File: src/rtl/rv_axi4_read_arbiter_if.sv
`default_nettype none
// ============================================================================
// Module   : rv_axi4_ar_intf / rv_axi4_r_intf
// Brief    : AXI4 read-address and read-data channel bundles with in/out views.
// Revision : 1.0 - initial release
// ============================================================================

interface rv_axi4_ar_intf #(
    parameter int ADDR_WIDTH = 32,
    parameter int ID_WIDTH   = 1,
    parameter int USER_WIDTH = 1
);
    logic                  ARVALID;
    logic                  ARREADY;
    logic [ADDR_WIDTH-1:0] ARADDR;
    logic [1:0]            ARBURST;
    logic [3:0]            ARCACHE;
    logic [7:0]            ARLEN;
    logic                  ARLOCK;
    logic [2:0]            ARPROT;
    logic [3:0]            ARQOS;
    logic [2:0]            ARSIZE;
    logic [USER_WIDTH-1:0] ARUSER;
    logic [ID_WIDTH-1:0]   ARID;

    modport in (
        input  ARVALID, ARADDR, ARBURST, ARCACHE, ARLEN, ARLOCK,
               ARPROT, ARQOS, ARSIZE, ARUSER, ARID,
        output ARREADY
    );

    modport out (
        output ARVALID, ARADDR, ARBURST, ARCACHE, ARLEN, ARLOCK,
               ARPROT, ARQOS, ARSIZE, ARUSER, ARID,
        input  ARREADY
    );
endinterface

interface rv_axi4_r_intf #(
    parameter int DATA_WIDTH = 32,
    parameter int ID_WIDTH   = 1
);
    logic                  RVALID;
    logic                  RREADY;
    logic [DATA_WIDTH-1:0] RDATA;
    logic                  RLAST;
    logic [1:0]            RRESP;
    logic [ID_WIDTH-1:0]   RID;

    modport out (
        output RVALID, RDATA, RLAST, RRESP, RID,
        input  RREADY
    );

    modport in (
        input  RVALID, RDATA, RLAST, RRESP, RID,
        output RREADY
    );
endinterface

`default_nettype wire

File: src/rtl/rv_axi4_read_arbiter.sv
`default_nettype none
// ============================================================================
// Module   : rv_axi4_read_arbiter
// Brief    : Round-robin sharing of one AXI4 read port between two requesters,
//            one burst outstanding, beat-counted burst end with RLAST checking.
// Revision : 1.0 - initial release
// ============================================================================

module rv_axi4_read_arbiter #(
    parameter int ADDR_WIDTH = 32,
    parameter int DATA_WIDTH = 32,
    parameter int ID_WIDTH   = 1,
    parameter int USER_WIDTH = 1
) (
    input  logic          clk,
    input  logic          rst_n,
    rv_axi4_ar_intf.in    req0_ar,
    rv_axi4_r_intf.out    req0_r,
    rv_axi4_ar_intf.in    req1_ar,
    rv_axi4_r_intf.out    req1_r,
    rv_axi4_ar_intf.out   mem_ar,
    rv_axi4_r_intf.in     mem_r,
    output logic          rlast_err
);

    typedef enum logic [1:0] {
        IDLE = 2'd0,
        ADDR = 2'd1,
        DATA = 2'd2
    } state_t;

    state_t          state;
    logic            grant;
    logic            rr_next;
    logic [7:0]      len_q;
    logic [8:0]      beat_cnt;

    logic                  in_addr;
    logic                  in_data;
    logic                  sel_valid;
    logic [ADDR_WIDTH-1:0] sel_addr;
    logic [1:0]            sel_burst;
    logic [3:0]            sel_cache;
    logic [7:0]            sel_len;
    logic                  sel_lock;
    logic [2:0]            sel_prot;
    logic [3:0]            sel_qos;
    logic [2:0]            sel_size;
    logic [USER_WIDTH-1:0] sel_user;
    logic [ID_WIDTH-1:0]   sel_id;
    logic                  sel_rready;
    logic [DATA_WIDTH-1:0] rdata;
    logic [ID_WIDTH-1:0]   rid;
    logic                  ar_hs;
    logic                  r_hs;
    logic                  last_beat;

    assign in_addr = (state == ADDR);
    assign in_data = (state == DATA);

    always_comb begin
        if (grant) begin
            sel_valid  = req1_ar.ARVALID;
            sel_addr   = req1_ar.ARADDR;
            sel_burst  = req1_ar.ARBURST;
            sel_cache  = req1_ar.ARCACHE;
            sel_len    = req1_ar.ARLEN;
            sel_lock   = req1_ar.ARLOCK;
            sel_prot   = req1_ar.ARPROT;
            sel_qos    = req1_ar.ARQOS;
            sel_size   = req1_ar.ARSIZE;
            sel_user   = req1_ar.ARUSER;
            sel_id     = req1_ar.ARID;
            sel_rready = req1_r.RREADY;
        end else begin
            sel_valid  = req0_ar.ARVALID;
            sel_addr   = req0_ar.ARADDR;
            sel_burst  = req0_ar.ARBURST;
            sel_cache  = req0_ar.ARCACHE;
            sel_len    = req0_ar.ARLEN;
            sel_lock   = req0_ar.ARLOCK;
            sel_prot   = req0_ar.ARPROT;
            sel_qos    = req0_ar.ARQOS;
            sel_size   = req0_ar.ARSIZE;
            sel_user   = req0_ar.ARUSER;
            sel_id     = req0_ar.ARID;
            sel_rready = req0_r.RREADY;
        end
    end

    // Handshake outputs are gated by the registered state only, so slave
    // ARREADY never feeds back into ARVALID.
    assign mem_ar.ARVALID = in_addr & sel_valid;
    assign mem_ar.ARADDR  = sel_addr;
    assign mem_ar.ARBURST = sel_burst;
    assign mem_ar.ARCACHE = sel_cache;
    assign mem_ar.ARLEN   = sel_len;
    assign mem_ar.ARLOCK  = sel_lock;
    assign mem_ar.ARPROT  = sel_prot;
    assign mem_ar.ARQOS   = sel_qos;
    assign mem_ar.ARSIZE  = sel_size;
    assign mem_ar.ARUSER  = sel_user;
    assign mem_ar.ARID    = sel_id;

    assign req0_ar.ARREADY = in_addr & ~grant & mem_ar.ARREADY;
    assign req1_ar.ARREADY = in_addr &  grant & mem_ar.ARREADY;

    assign rdata = mem_r.RDATA;
    assign rid   = mem_r.RID;

    assign req0_r.RVALID = in_data & ~grant & mem_r.RVALID;
    assign req0_r.RDATA  = rdata;
    assign req0_r.RLAST  = mem_r.RLAST;
    assign req0_r.RRESP  = mem_r.RRESP;
    assign req0_r.RID    = rid;

    assign req1_r.RVALID = in_data &  grant & mem_r.RVALID;
    assign req1_r.RDATA  = rdata;
    assign req1_r.RLAST  = mem_r.RLAST;
    assign req1_r.RRESP  = mem_r.RRESP;
    assign req1_r.RID    = rid;

    assign mem_r.RREADY = in_data & sel_rready;

    assign ar_hs     = in_addr & sel_valid & mem_ar.ARREADY;
    assign r_hs      = in_data & mem_r.RVALID & sel_rready;
    assign last_beat = (beat_cnt == {1'b0, len_q});

    always_ff @(posedge clk or negedge rst_n) begin
        if (!rst_n) begin
            state     <= IDLE;
            grant     <= 1'b0;
            rr_next   <= 1'b0;
            len_q     <= 8'd0;
            beat_cnt  <= 9'd0;
            rlast_err <= 1'b0;
        end else begin
            case (state)
                IDLE: begin
                    if (req0_ar.ARVALID | req1_ar.ARVALID) begin
                        grant <= (req0_ar.ARVALID & req1_ar.ARVALID) ? rr_next
                                                                     : req1_ar.ARVALID;
                        state <= ADDR;
                    end
                end
                ADDR: begin
                    if (ar_hs) begin
                        len_q    <= sel_len;
                        beat_cnt <= 9'd0;
                        state    <= DATA;
                    end
                end
                DATA: begin
                    if (r_hs) begin
                        beat_cnt <= beat_cnt + 9'd1;
                        // The beat counter decides the burst end; RLAST is only audited.
                        if (mem_r.RLAST != last_beat) begin
                            rlast_err <= 1'b1;
                        end
                        if (last_beat) begin
                            state   <= IDLE;
                            rr_next <= ~grant;
                        end
                    end
                end
                default: state <= IDLE;
            endcase
        end
    end

endmodule

`default_nettype wire

File: src/flat_wrapper.sv
// flat-port wrapper written by rule: the top's interface ports become plain ports
module rv_axi4_read_arbiter_flat 
#(
    parameter int ADDR_WIDTH = 32,
    parameter int DATA_WIDTH = 32,
    parameter int ID_WIDTH   = 1,
    parameter int USER_WIDTH = 1
)
  (clk, rst_n, rlast_err, req0_ar_ARVALID, req0_ar_ARADDR, req0_ar_ARBURST, req0_ar_ARCACHE, req0_ar_ARLEN, req0_ar_ARLOCK, req0_ar_ARPROT, req0_ar_ARQOS, req0_ar_ARSIZE, req0_ar_ARUSER, req0_ar_ARID, req0_ar_ARREADY, req0_r_RVALID, req0_r_RDATA, req0_r_RLAST, req0_r_RRESP, req0_r_RID, req0_r_RREADY, req1_ar_ARVALID, req1_ar_ARADDR, req1_ar_ARBURST, req1_ar_ARCACHE, req1_ar_ARLEN, req1_ar_ARLOCK, req1_ar_ARPROT, req1_ar_ARQOS, req1_ar_ARSIZE, req1_ar_ARUSER, req1_ar_ARID, req1_ar_ARREADY, req1_r_RVALID, req1_r_RDATA, req1_r_RLAST, req1_r_RRESP, req1_r_RID, req1_r_RREADY, mem_ar_ARVALID, mem_ar_ARADDR, mem_ar_ARBURST, mem_ar_ARCACHE, mem_ar_ARLEN, mem_ar_ARLOCK, mem_ar_ARPROT, mem_ar_ARQOS, mem_ar_ARSIZE, mem_ar_ARUSER, mem_ar_ARID, mem_ar_ARREADY, mem_r_RVALID, mem_r_RDATA, mem_r_RLAST, mem_r_RRESP, mem_r_RID, mem_r_RREADY);
  rv_axi4_ar_intf #(.ADDR_WIDTH(ADDR_WIDTH), .ID_WIDTH(ID_WIDTH), .USER_WIDTH(USER_WIDTH)) req0_ar_i ();
  rv_axi4_r_intf #(.DATA_WIDTH(DATA_WIDTH), .ID_WIDTH(ID_WIDTH)) req0_r_i ();
  rv_axi4_ar_intf #(.ADDR_WIDTH(ADDR_WIDTH), .ID_WIDTH(ID_WIDTH), .USER_WIDTH(USER_WIDTH)) req1_ar_i ();
  rv_axi4_r_intf #(.DATA_WIDTH(DATA_WIDTH), .ID_WIDTH(ID_WIDTH)) req1_r_i ();
  rv_axi4_ar_intf #(.ADDR_WIDTH(ADDR_WIDTH), .ID_WIDTH(ID_WIDTH), .USER_WIDTH(USER_WIDTH)) mem_ar_i ();
  rv_axi4_r_intf #(.DATA_WIDTH(DATA_WIDTH), .ID_WIDTH(ID_WIDTH)) mem_r_i ();
  input  logic clk;
  input  logic rst_n;
  output logic rlast_err;
  input wire logic [$bits(req0_ar_i.ARVALID)-1:0] req0_ar_ARVALID;
  input wire logic [$bits(req0_ar_i.ARADDR)-1:0] req0_ar_ARADDR;
  input wire logic [$bits(req0_ar_i.ARBURST)-1:0] req0_ar_ARBURST;
  input wire logic [$bits(req0_ar_i.ARCACHE)-1:0] req0_ar_ARCACHE;
  input wire logic [$bits(req0_ar_i.ARLEN)-1:0] req0_ar_ARLEN;
  input wire logic [$bits(req0_ar_i.ARLOCK)-1:0] req0_ar_ARLOCK;
  input wire logic [$bits(req0_ar_i.ARPROT)-1:0] req0_ar_ARPROT;
  input wire logic [$bits(req0_ar_i.ARQOS)-1:0] req0_ar_ARQOS;
  input wire logic [$bits(req0_ar_i.ARSIZE)-1:0] req0_ar_ARSIZE;
  input wire logic [$bits(req0_ar_i.ARUSER)-1:0] req0_ar_ARUSER;
  input wire logic [$bits(req0_ar_i.ARID)-1:0] req0_ar_ARID;
  output wire logic [$bits(req0_ar_i.ARREADY)-1:0] req0_ar_ARREADY;
  output wire logic [$bits(req0_r_i.RVALID)-1:0] req0_r_RVALID;
  output wire logic [$bits(req0_r_i.RDATA)-1:0] req0_r_RDATA;
  output wire logic [$bits(req0_r_i.RLAST)-1:0] req0_r_RLAST;
  output wire logic [$bits(req0_r_i.RRESP)-1:0] req0_r_RRESP;
  output wire logic [$bits(req0_r_i.RID)-1:0] req0_r_RID;
  input wire logic [$bits(req0_r_i.RREADY)-1:0] req0_r_RREADY;
  input wire logic [$bits(req1_ar_i.ARVALID)-1:0] req1_ar_ARVALID;
  input wire logic [$bits(req1_ar_i.ARADDR)-1:0] req1_ar_ARADDR;
  input wire logic [$bits(req1_ar_i.ARBURST)-1:0] req1_ar_ARBURST;
  input wire logic [$bits(req1_ar_i.ARCACHE)-1:0] req1_ar_ARCACHE;
  input wire logic [$bits(req1_ar_i.ARLEN)-1:0] req1_ar_ARLEN;
  input wire logic [$bits(req1_ar_i.ARLOCK)-1:0] req1_ar_ARLOCK;
  input wire logic [$bits(req1_ar_i.ARPROT)-1:0] req1_ar_ARPROT;
  input wire logic [$bits(req1_ar_i.ARQOS)-1:0] req1_ar_ARQOS;
  input wire logic [$bits(req1_ar_i.ARSIZE)-1:0] req1_ar_ARSIZE;
  input wire logic [$bits(req1_ar_i.ARUSER)-1:0] req1_ar_ARUSER;
  input wire logic [$bits(req1_ar_i.ARID)-1:0] req1_ar_ARID;
  output wire logic [$bits(req1_ar_i.ARREADY)-1:0] req1_ar_ARREADY;
  output wire logic [$bits(req1_r_i.RVALID)-1:0] req1_r_RVALID;
  output wire logic [$bits(req1_r_i.RDATA)-1:0] req1_r_RDATA;
  output wire logic [$bits(req1_r_i.RLAST)-1:0] req1_r_RLAST;
  output wire logic [$bits(req1_r_i.RRESP)-1:0] req1_r_RRESP;
  output wire logic [$bits(req1_r_i.RID)-1:0] req1_r_RID;
  input wire logic [$bits(req1_r_i.RREADY)-1:0] req1_r_RREADY;
  output wire logic [$bits(mem_ar_i.ARVALID)-1:0] mem_ar_ARVALID;
  output wire logic [$bits(mem_ar_i.ARADDR)-1:0] mem_ar_ARADDR;
  output wire logic [$bits(mem_ar_i.ARBURST)-1:0] mem_ar_ARBURST;
  output wire logic [$bits(mem_ar_i.ARCACHE)-1:0] mem_ar_ARCACHE;
  output wire logic [$bits(mem_ar_i.ARLEN)-1:0] mem_ar_ARLEN;
  output wire logic [$bits(mem_ar_i.ARLOCK)-1:0] mem_ar_ARLOCK;
  output wire logic [$bits(mem_ar_i.ARPROT)-1:0] mem_ar_ARPROT;
  output wire logic [$bits(mem_ar_i.ARQOS)-1:0] mem_ar_ARQOS;
  output wire logic [$bits(mem_ar_i.ARSIZE)-1:0] mem_ar_ARSIZE;
  output wire logic [$bits(mem_ar_i.ARUSER)-1:0] mem_ar_ARUSER;
  output wire logic [$bits(mem_ar_i.ARID)-1:0] mem_ar_ARID;
  input wire logic [$bits(mem_ar_i.ARREADY)-1:0] mem_ar_ARREADY;
  input wire logic [$bits(mem_r_i.RVALID)-1:0] mem_r_RVALID;
  input wire logic [$bits(mem_r_i.RDATA)-1:0] mem_r_RDATA;
  input wire logic [$bits(mem_r_i.RLAST)-1:0] mem_r_RLAST;
  input wire logic [$bits(mem_r_i.RRESP)-1:0] mem_r_RRESP;
  input wire logic [$bits(mem_r_i.RID)-1:0] mem_r_RID;
  output wire logic [$bits(mem_r_i.RREADY)-1:0] mem_r_RREADY;
  assign req0_ar_i.ARVALID = req0_ar_ARVALID;
  assign req0_ar_i.ARADDR = req0_ar_ARADDR;
  assign req0_ar_i.ARBURST = req0_ar_ARBURST;
  assign req0_ar_i.ARCACHE = req0_ar_ARCACHE;
  assign req0_ar_i.ARLEN = req0_ar_ARLEN;
  assign req0_ar_i.ARLOCK = req0_ar_ARLOCK;
  assign req0_ar_i.ARPROT = req0_ar_ARPROT;
  assign req0_ar_i.ARQOS = req0_ar_ARQOS;
  assign req0_ar_i.ARSIZE = req0_ar_ARSIZE;
  assign req0_ar_i.ARUSER = req0_ar_ARUSER;
  assign req0_ar_i.ARID = req0_ar_ARID;
  assign req0_ar_ARREADY = req0_ar_i.ARREADY;
  assign req0_r_RVALID = req0_r_i.RVALID;
  assign req0_r_RDATA = req0_r_i.RDATA;
  assign req0_r_RLAST = req0_r_i.RLAST;
  assign req0_r_RRESP = req0_r_i.RRESP;
  assign req0_r_RID = req0_r_i.RID;
  assign req0_r_i.RREADY = req0_r_RREADY;
  assign req1_ar_i.ARVALID = req1_ar_ARVALID;
  assign req1_ar_i.ARADDR = req1_ar_ARADDR;
  assign req1_ar_i.ARBURST = req1_ar_ARBURST;
  assign req1_ar_i.ARCACHE = req1_ar_ARCACHE;
  assign req1_ar_i.ARLEN = req1_ar_ARLEN;
  assign req1_ar_i.ARLOCK = req1_ar_ARLOCK;
  assign req1_ar_i.ARPROT = req1_ar_ARPROT;
  assign req1_ar_i.ARQOS = req1_ar_ARQOS;
  assign req1_ar_i.ARSIZE = req1_ar_ARSIZE;
  assign req1_ar_i.ARUSER = req1_ar_ARUSER;
  assign req1_ar_i.ARID = req1_ar_ARID;
  assign req1_ar_ARREADY = req1_ar_i.ARREADY;
  assign req1_r_RVALID = req1_r_i.RVALID;
  assign req1_r_RDATA = req1_r_i.RDATA;
  assign req1_r_RLAST = req1_r_i.RLAST;
  assign req1_r_RRESP = req1_r_i.RRESP;
  assign req1_r_RID = req1_r_i.RID;
  assign req1_r_i.RREADY = req1_r_RREADY;
  assign mem_ar_ARVALID = mem_ar_i.ARVALID;
  assign mem_ar_ARADDR = mem_ar_i.ARADDR;
  assign mem_ar_ARBURST = mem_ar_i.ARBURST;
  assign mem_ar_ARCACHE = mem_ar_i.ARCACHE;
  assign mem_ar_ARLEN = mem_ar_i.ARLEN;
  assign mem_ar_ARLOCK = mem_ar_i.ARLOCK;
  assign mem_ar_ARPROT = mem_ar_i.ARPROT;
  assign mem_ar_ARQOS = mem_ar_i.ARQOS;
  assign mem_ar_ARSIZE = mem_ar_i.ARSIZE;
  assign mem_ar_ARUSER = mem_ar_i.ARUSER;
  assign mem_ar_ARID = mem_ar_i.ARID;
  assign mem_ar_i.ARREADY = mem_ar_ARREADY;
  assign mem_r_i.RVALID = mem_r_RVALID;
  assign mem_r_i.RDATA = mem_r_RDATA;
  assign mem_r_i.RLAST = mem_r_RLAST;
  assign mem_r_i.RRESP = mem_r_RRESP;
  assign mem_r_i.RID = mem_r_RID;
  assign mem_r_RREADY = mem_r_i.RREADY;
  rv_axi4_read_arbiter #(.ADDR_WIDTH(ADDR_WIDTH), .DATA_WIDTH(DATA_WIDTH), .ID_WIDTH(ID_WIDTH), .USER_WIDTH(USER_WIDTH)) u_core (.clk(clk), .rst_n(rst_n), .req0_ar(req0_ar_i), .req0_r(req0_r_i), .req1_ar(req1_ar_i), .req1_r(req1_r_i), .mem_ar(mem_ar_i), .mem_r(mem_r_i), .rlast_err(rlast_err));
endmodule
File: config.mk
export PLATFORM = sky130hd
export DESIGN_NAME = rv_axi4_read_arbiter_flat
export DESIGN_NICKNAME = d
export VERILOG_FILES = /design/src/rtl/rv_axi4_read_arbiter_if.sv /design/src/rtl/rv_axi4_read_arbiter.sv /design/src/flat_wrapper.sv
export SDC_FILE = /design/constraint.sdc
export NUM_CORES = 1
export LEC_CHECK = 0
export BUFFER_PORTS_ARGS = -buffer_cell sky130_fd_sc_hd__buf_2
export CAP_MARGIN = 20
export CORE_AREA = 2 2 116 118
export CTS_BUF_LIST = sky130_fd_sc_hd__clkbuf_16
export DETAILED_ROUTE_END_ITERATION = 16
export DIE_AREA = 0 0 118 120
export SETUP_SLACK_MARGIN = 0.02
export SYNTH_ARGS = -nofsm -noshare
export SYNTH_HDL_FRONTEND = slang
export SYNTH_SLANG_ARGS = --single-unit
export TNS_END_PERCENT = 5
File: constraint.sdc
create_clock -name clk -period 2.8 [get_ports clk]
set_input_delay 0.56 -clock clk [delete_from_list [all_inputs] [get_ports clk]]
set_output_delay 0.56 -clock clk [all_outputs]
set_load 0.005 [all_outputs]
==> results of run 1 <==
## metrics by stage
step / std cells / worst slack (ps)
after global placement: 537 / 820
after detailed placement: 537 / 771
after global routing: 541 / 467
after floorplan: 244 / 960
final: 541 / 610
after CTS: 541 / 571
## kinds of logic after synthesis
kind of cell / count (synthesis) / synth area share, %
fa+ha+maj: 1 / 0.525
xor+xnor: 13 / 4.78
compound gates: 12 / 3.47
buf+inv: 83 / 25.1
simple gates: 42 / 9.66
mux: 71 / 33.4
flops: 22 / 23.1
## worst max-delay path by stage
stage | start | endpoint | slack [ps]
2_1_floorplan | u_core.grant | mem_ar_ARADDR[0] | 960
3_3_place_gp | req1_r_RREADY | mem_r_RREADY | 820
3_5_place_dp | req1_r_RREADY | u_core.rlast_err | 770
4_1_cts | u_core.grant | mem_ar_ARVALID | 570
5_1_grt | u_core.grant | mem_ar_ARVALID | 470
6_report | u_core.grant | mem_ar_ARVALID | 610
## worst max-delay path, stage by stage (launching register included)
cell and delay, ps:
dfrtp_2 380, buf_4 360, mux2i_1 390, nor3b_1 100, buf_2 140
## flip-flops by register name, summed over array words and instances, names as in the netlist
register / count
u_core.state: 2
u_core.rlast_err: 1
u_core.rr_next: 1
u_core.beat_cnt: 9
u_core.grant: 1
u_core.len_q: 8
## synth_stat cells, types with 3 or more instances
cell      n  area, um2
buf_2     6       30.0
buf_4    74        556
dfrtp_1  22        551
inv_1     3       11.3
mux2_2   68        766
mux2i_1   3       30.0
nand2_1   5       18.8
nand3_1   3       15.0
nand4_1   3       18.8
nor2_1   15       56.3
nor3_1    4       20.0
nor4_1    3       18.8
xnor2_1  13        114
## power by group through the flow
stage                     logic [W]  registers, W  clock network, W
after floorplan            0.000971      0.000482                 0
after global placement      0.00136      0.000508                 0
after global routing        0.00149      0.000514          0.000326
final                       0.00137      0.000502          0.000306
after detailed placement    0.00138      0.000510                 0
after CTS                   0.00138      0.000505          0.000314
## cell usage in the layout, fill, tap and decap left out, drive strengths merged
| master | n |
|---|---|
| a211o | 1 |
| nand2b | 1 |
| nand4 | 3 |
| buf | 197 |
| nand3b | 2 |
| ha | 1 |
| dfrtp | 22 |
| mux2i | 3 |
| inv | 4 |
| mux2 | 68 |
| nor2 | 15 |
| nor3 | 4 |
| xnor2 | 13 |
| nor3b | 2 |
| o22ai | 2 |
| nand3 | 3 |
| nand2 | 5 |
| o21ai | 2 |
| a21o | 1 |
| o211a | 1 |
| nor4 | 4 |
| a31oi | 1 |
| or2 | 1 |
| and3 | 2 |
| a21oi | 2 |
| a31o | 2 |
| clkbuf | 3 |
## layout make-up
class	instances	area [um2]	share of cell area, %
repair buffers	197	993	32.1
inverters	3	11.3	0.364
well taps	176	220	7.13
clock inverters	1	3.75	0.121
multi-input cells	139	1230	40.0
clock buffers	3	75.1	2.43
flip-flops and latches	22	552	17.9
## layer usage
metal / up-vias / global-route usage (%) / part of all wire [%]
li1: 1012 / - / -
met1: 1021 / 13.4 / 39
met2: 154 / 19.4 / 50
met3: 12 / 4.42 / 10
met4: 0 / 1.51 / 0.76
met5: - / 0 / 0
==> run metrics, run 1 <==
Switch Pwr=0.000810 W; worst skew pair latency=260 ps; CP Launch Type=flip-flop; Syn Nets=407; Max Freq=457 MHz; predominant post-synthesis flop cell=dfrtp_1; number of synthesized flops with an enable pin=0; Setup Skew=5.84 ps; RSZ-0062 raised after global routing=false; Design Power=0.00218 W; CP arrival=1630 ps; # port buffers=194; nets=529; Die X-Extent=118 um; final setup violation count=0; WL/cell=15.9 um; CTS tree=yes; DP Area=3010 um2; register share of total power=23.1%; Yosys warning count=0; Net Sw Frac=37.2%; logic gate share of total power=62.9%; Clock Power Share=14.1%; Crit Path Category=reg2out; r2r setup slk=910 ps; core area=13000 um2; synthesized instance count=244; hpwl dp=7530 um; Boundary Pins=300; drt pass-1 iters=4; number of global-route vias before repair=2191; Mapped Area=2380 um2; sequential-to-total area share from yosys stat=23.1%; max cap viols=0; Starting Density=18.4%; TritonCTS Buffers=3; Area growth, synth to finish=29.7%; Post-synth ARST share=100%; final hold slack=257 ps; Pint=0.00137 W; fillers=1411; FF-to-FF End=u_core.rr_next; Die H=120 um; fin util=23.8%; Clock transition at path regs=60 ps; synthesized area per cell=9.76 um2; count of cell types in the netlist=29; largest net degree at the start of global routing=34; fin. max-slew vios=0; #FFs+latches synth=22; hold_buf cts=0; reg-to-reg startpoint=u_core.state[0]; leakage power=1.55 nW; post-CTS setup buffers=0; layout cells sized above 1=75.1%; total clock sinks=22; routed vias=2199; total global routing overflow=0; antenna cells=0; critical path endpoint category=output port; remaining antenna violation count=0; first-pass GRT wire length=12400 um; Slew HR=50.9%; Hold/Removal Path Class=in2async; CTS resizes=0; H-tree levels=1; vias per cell=4.06; 1st-iter DRT viols=97; GP Congestion=0.872; Crit Path Max Fanout=31; die footprint=14200 um2; clk root buf=clkbuf_16; power density cells=704 nW/um2; num rows=42; CP required=2240 ps; worst vdd ir=0.000244 V; post-route cell area=3090 um2; Total Wirelength=8610 um; Longest Clk Path Bufs=2; post-route minimum period=2190 ps; GRT Resource Usage Total=11.2%; final hold vios=0; Slew @ Worst Pin=716 ps; initial antenna violation count=0; # DRC=0; worst r2r path cells=4; Tcrit/Tclk final=78.2%; status=complete, no violations; setup TNS=0 ps
Note: power is estimated with default switching activity, not from simulation.
==> inputs of run 2 (changes only) <==
ABC_AREA = 1   (was not set)
CORE_AREA = 2 2 117 119   (was 2 2 116 118)
DIE_AREA = 0 0 119 121   (was 0 0 118 120)
clock period = 2.05 ns   (was 2.8 ns; I/O delays follow)
==> run 2 against run 1 <==
  * Global-route usage up 1.2 points
  * Register-to-register slack got worse by 300 ps
  * Worst hold slack got worse by 130 ps
  * Combinational power rose by 32%
  * Synthesized cell count rose by 83%
  * Cell count increased by 36%
  * Sequential power rose by 29%
  * First-iteration DRC count shrank 26%
  * Critical path type unchanged
  * Die area increased by 1.7%
==> run metrics, run 2 <==
status=complete, no violations; hpwl dp=7930 um; cell with the most instances after synthesis=nand2_1; DP Cell Count=733; commonest cells in the synthesized netlist=231 x nand2_1, 73 x buf_4, 33 x inv_1, 22 x dfrtp_1; Syn Nets=609; Crit Path Category=reg2out; top sig layer=met4; Slew @ Worst Pin=534 ps; Post-Synth XOR/XNOR Area=0.683%; setup TNS=0 ps; simple-gate area share of the yosys netlist=42.0%; Die X-Extent=119 um; Post-synth ARST share=100%; RSZ-0062 raised after global routing=false; Slew HR=64.4%; Tcrit/Tclk final=89.5%; # DRC=0; CP arrival=1430 ps; final hold vios=0; H-tree levels=1; nets=725; number of synthesized flops with an enable pin=0; die footprint=14400 um2; Compound-Gate Fraction of Synth Area=5.95%; mux cell area share after synthesis=0%; footprint of the multi-input gates=1260 um2; vias per cell=3.92; layout cells sized above 1=38.0%; area share of the largest cell type after synthesis=33.8%; most frequent cells in the layout=231 x nand2_1, 194 x buf_2, 33 x inv_1; Clock transition at path regs=60 ps; routed wl met2=4290 um; commonest non-fill, non-tap cell in the layout=nand2_1; adder-cell share of the synthesized area=0.488%; predominant post-synthesis flop cell=dfrtp_1; #FFs+latches synth=22; CP required=1640 ps; most flop-heavy register=u_core.beat_cnt; post-route minimum period=1840 ps; critical path endpoint category=output port; hold_buf cts=0; main area contributors after synthesis=nand2_1 34%, dfrtp_1 21%, buf_4 21%; final worst slack=215 ps; remaining antenna violation count=0; Setup Skew=2.44 ps; DP Area=3200 um2; 1st-iter DRT viols=72; Max Freq=545 MHz; largest net degree at the start of global routing=44; FF/Latch Area=552 um2; Yosys warning count=0; worst skew pair latency=260 ps; routed vias=2894; Longest Clk Path Bufs=2; CP Launch Type=flip-flop; Area growth, synth to finish=28.8%; sequential-to-total area share from yosys stat=21.5%; main combinational cell family by area after synthesis=simple AND/OR/NAND/NOR gates; synthesized instance count=446; core area=13100 um2; leakage power=2.05 nW; GRT Resource Usage Total=12.4%; TritonCTS Buffers=3; GP Congestion=0.837; M1 WL=3660 um; power density cells=911 nW/um2; first-pass GRT wire length=14200 um; initial antenna violation count=1; fillers=1513; max reg flops=9; max cap viols=0; dominant cell type by area after synthesis=nand2_1; clk root buf=clkbuf_16; final setup violation count=0; pre-CTS setup slack=508 ps; total clock sinks=22; CTS tree=yes; Die H=121 um; Starting Density=19.6%; CTS resizes=0; post-CTS setup buffers=0; post-route cell area=3300 um2; Boundary Pins=300; num rows=42; drt pass-1 iters=4; biggest regs=u_core.beat_cnt: 9 flops, u_core.len_q: 8 flops, u_core.state: 2 flops; fin cells=738; WL/cell=12.5 um; Crit Path Max Fanout=43; # port buffers=194; synthesized area per cell=5.75 um2; met3 wire length=1180 um; total global routing overflow=0; count of cell types in the netlist=30; Total Wirelength=9250 um; number of global-route vias before repair=2786; Mapped Area=2570 um2; worst vdd ir=0.000419 V; Hold/Removal Path Class=in2async; fin. max-slew vios=0
==> run 2: where the power goes <==
part	internal [W]	total [W]	switching (W)
Combinational	0.000730	0.00181	0.00108
Clock	0.000388	0.000553	0.000165
Sequential	0.000558	0.000648	0.0000906
Total	0.00168	0.00301	0.00133
==> run 2: metal layers <==
layer  GRT usage [%]  up-vias
li1                -     1508
met1            14.0     1216
met2            20.4      158
met3            6.63       12
met4            3.05        0
met5               0        -
==> run 2: path summary, 6_finish.rpt <==
kind / start / end / slack, ps / cells after the start
setup / recovery: u_core.grant / mem_ar_ARSIZE[2] / 210 / 4
hold / removal: rst_n / u_core.len_q[7] / 130 / 1
setup reg to reg: u_core.grant / u_core.rr_next / 610 / 8
hold reg to reg: u_core.rlast_err / u_core.rlast_err / 460 / 2
max in group asynchronous: rst_n / u_core.grant / 1530 / 1
min in group clk: u_core.rlast_err / u_core.rlast_err / 460 / 2
==> run 2: final cells by class <==
cell class / instances / share of cell area (%)
multi-input combinational: 301 / 38.2
timing repair buffer: 198 / 31.0
sequential: 22 / 16.7
tap: 176 / 6.66
inverter: 36 / 4.17
clock buffer: 3 / 2.27
clock inverter: 1 / 0.909
antenna: 1 / 0.0757
==> run 2: worst max-delay path, cell delays in order, from the launching register on <==
cell,delay (ps)
dfrtp_2,430
buf_4,410
nand2_1,110
nand2_1,80
buf_2,110
==> run 2: logic make-up after synthesis <==
kind of cell	after synthesis
AO/OA/AOI/OAI	27
XOR/XNOR	2
adder cells (fa/ha/maj)	1
buffers and inverters	123
flip-flops	22
AND/OR/NAND/NOR	271
==> run 2: metrics by stage <==
step / hold WS, ps / power, W / utilization (%)
final: 128 / 0.00301 / 25.3
after floorplan: 114 / 0.00181 / -
after global placement: 427 / 0.00249 / 24.4
after detailed placement: 426 / 0.00248 / 24.4
after CTS: 145 / 0.00306 / 25.2
after global routing: 157 / 0.00335 / 25.2
==> inputs of run 3 (changes only) <==
CELL_PAD_IN_SITES_DETAIL_PLACEMENT = 2   (was not set)
CELL_PAD_IN_SITES_GLOBAL_PLACEMENT = 2   (was not set)
CORE_AREA = 2 2 139 141   (was 2 2 117 119)
DIE_AREA = 0 0 141 143   (was 0 0 119 121)
GPL_TIMING_DRIVEN = 0   (was not set)
PLACE_DENSITY_LB_ADDON = 0.1   (was not set)
==> run 3 against run 2 <==
  * Largest cell class is now buffers
  * Sequential share of layout area is 4.0 points lower
  * Power rose by 14%
  * Worst setup slack got worse by 61 ps
  * Sequential power about the same
  * Sequential cell count unchanged
  * Largest power group unchanged
  * Routed wire length increased by 66%
  * First-iteration DRC count up 14%
  * Non-clock buffer count up 153
  * Critical path depth grew 2
  * Cell count is 29% higher
  * Core utilization shrank 1.9 points
==> run metrics, run 3 (synthesis results as in run 2) <==
status=complete, no violations; number of global-route vias before repair=4042; total global routing overflow=0; most flop-heavy register=u_core.beat_cnt; fin. max-slew vios=0; WL/cell=16.1 um; Boundary Pins=300; fillers=2333; worst r2r path cells=6; commonest non-fill, non-tap cell in the layout=buf_2; vias per cell=3.90; initial antenna violation count=5; critical path endpoint category=output port; max reg flops=9; drt pass-1 iters=4; biggest regs=u_core.beat_cnt: 9 flops, u_core.len_q: 8 flops, u_core.state: 2 flops; Die H=143 um; Clock transition at path regs=60 ps; worst vdd ir=0.000263 V; CP endpoint=mem_ar_ARADDR[0]; Total Wirelength=15300 um; first-pass GRT wire length=22400 um; GRT Resource Usage Total=14.5%; total clock sinks=22; Design Power=0.00344 W; final hold vios=0; post-CTS setup buffers=0; max cap viols=0; FF-to-FF End=u_core.rr_next; TritonCTS Buffers=3; # DRC=0; layout cells sized above 1=51.3%; post-route cell area=4340 um2; # port buffers=264; Crit Path Max Fanout=10; clk root buf=clkbuf_16; CP required=1640 ps; r2r setup slk=450 ps; CP arrival=1490 ps; hold_buf cts=0; H-tree levels=1; CTS tree=yes; Crit Path Category=reg2out; routed vias=3702; hpwl dp=13700 um; Setup Skew=2.59 ps; num rows=50; post-route minimum period=1900 ps; Hold/Removal Path Class=in2async; Die X-Extent=141 um; reg-to-reg startpoint=u_core.beat_cnt[2]; GP Congestion=0.788; power density cells=793 nW/um2; 1st-iter DRT viols=82; CP Launch Point=u_core.grant; leakage power=2.72 nW; DP Area=4180 um2; remaining antenna violation count=0; worst skew pair latency=260 ps; Slew HR=63.2%; RSZ-0062 raised after global routing=true; fin util=23.3%; DP Cell Count=944; Max Freq=527 MHz; largest net degree at the start of global routing=23; most frequent cells in the layout=264 x buf_2, 231 x nand2_1, 79 x buf_4; nets=878; Longest Clk Path Bufs=2; die footprint=20200 um2; fin cells=950; CP Launch Type=flip-flop; Area growth, synth to finish=69.0%; Tcrit/Tclk final=92.5%; core area=18600 um2; Slew @ Worst Pin=552 ps; Starting Density=13.8%; final setup violation count=0
[run 3: layout make-up]
type / instances / area [um2] / area share [%]
multi-input combinational: 301 / 1260 / 29.1
clock buffer: 3 / 75.1 / 1.73
buffer: 87 / 659 / 15.2
antenna: 2 / 5.00 / 0.115
tap: 234 / 293 / 6.75
clock inverter: 1 / 30.0 / 0.692
timing repair buffer: 264 / 1320 / 30.5
inverter: 36 / 140 / 3.23
sequential: 22 / 552 / 12.7
[run 3: layer usage]
| metal | vias to the layer above | track usage, % | part of all wire, % |
|---|---|---|---|
| li1 | 1812 | - | - |
| met1 | 1751 | 14.1 | 33 |
| met3 | 8 | 5.30 | 8.5 |
| met5 | - | 0 | 0.085 |
| met4 | 2 | 1.58 | 0.61 |
| met2 | 129 | 29.7 | 58 |
[run 3: worst min-delay path by stage]
stage,start,to
2_1_floorplan,rst_n,u_core.beat_cnt[0]
3_3_place_gp,u_core.rlast_err,u_core.rlast_err
3_5_place_dp,rst_n,u_core.len_q[5]
4_1_cts,rst_n,u_core.beat_cnt[2]
5_1_grt,rst_n,u_core.beat_cnt[2]
6_report,rst_n,u_core.len_q[5]
[run 3: power by group]
part	total (W)	internal, W	switching, W	leakage (nW)
combinational	0.00223	0.000920	0.00131	2.39
sequential	0.000650	0.000558	0.0000921	0.283
clock	0.000564	0.000388	0.000176	0.0511
total	0.00344	0.00187	0.00157	2.72
[run 3: metrics by stage]
step           hold slack (ps)  setup TNS [ps]  worst slack [ps]
3_5_place_dp               448           -1830              -143
4_1_cts                    167               0              24.5
2_1_floorplan              114               0               527
5_1_grt                    175               0              23.2
6_report                   131               0               154
3_3_place_gp               444            -841              -128
[run 3: what timing repair did]
item	CTS	global route
endpoints found under the hold margin	0	0
gates cloned	0	0
setup endpoints to repair	51	44
resized for setup	14	9
[run 3: worst max-delay path, cell delays in order (launching register included)]
cell and delay [ps]:
dfrtp_2 420, buf_6 170, buf_6 160, clkbuf_4 210
nand2_1 60, nand2_1 70, buf_2 110
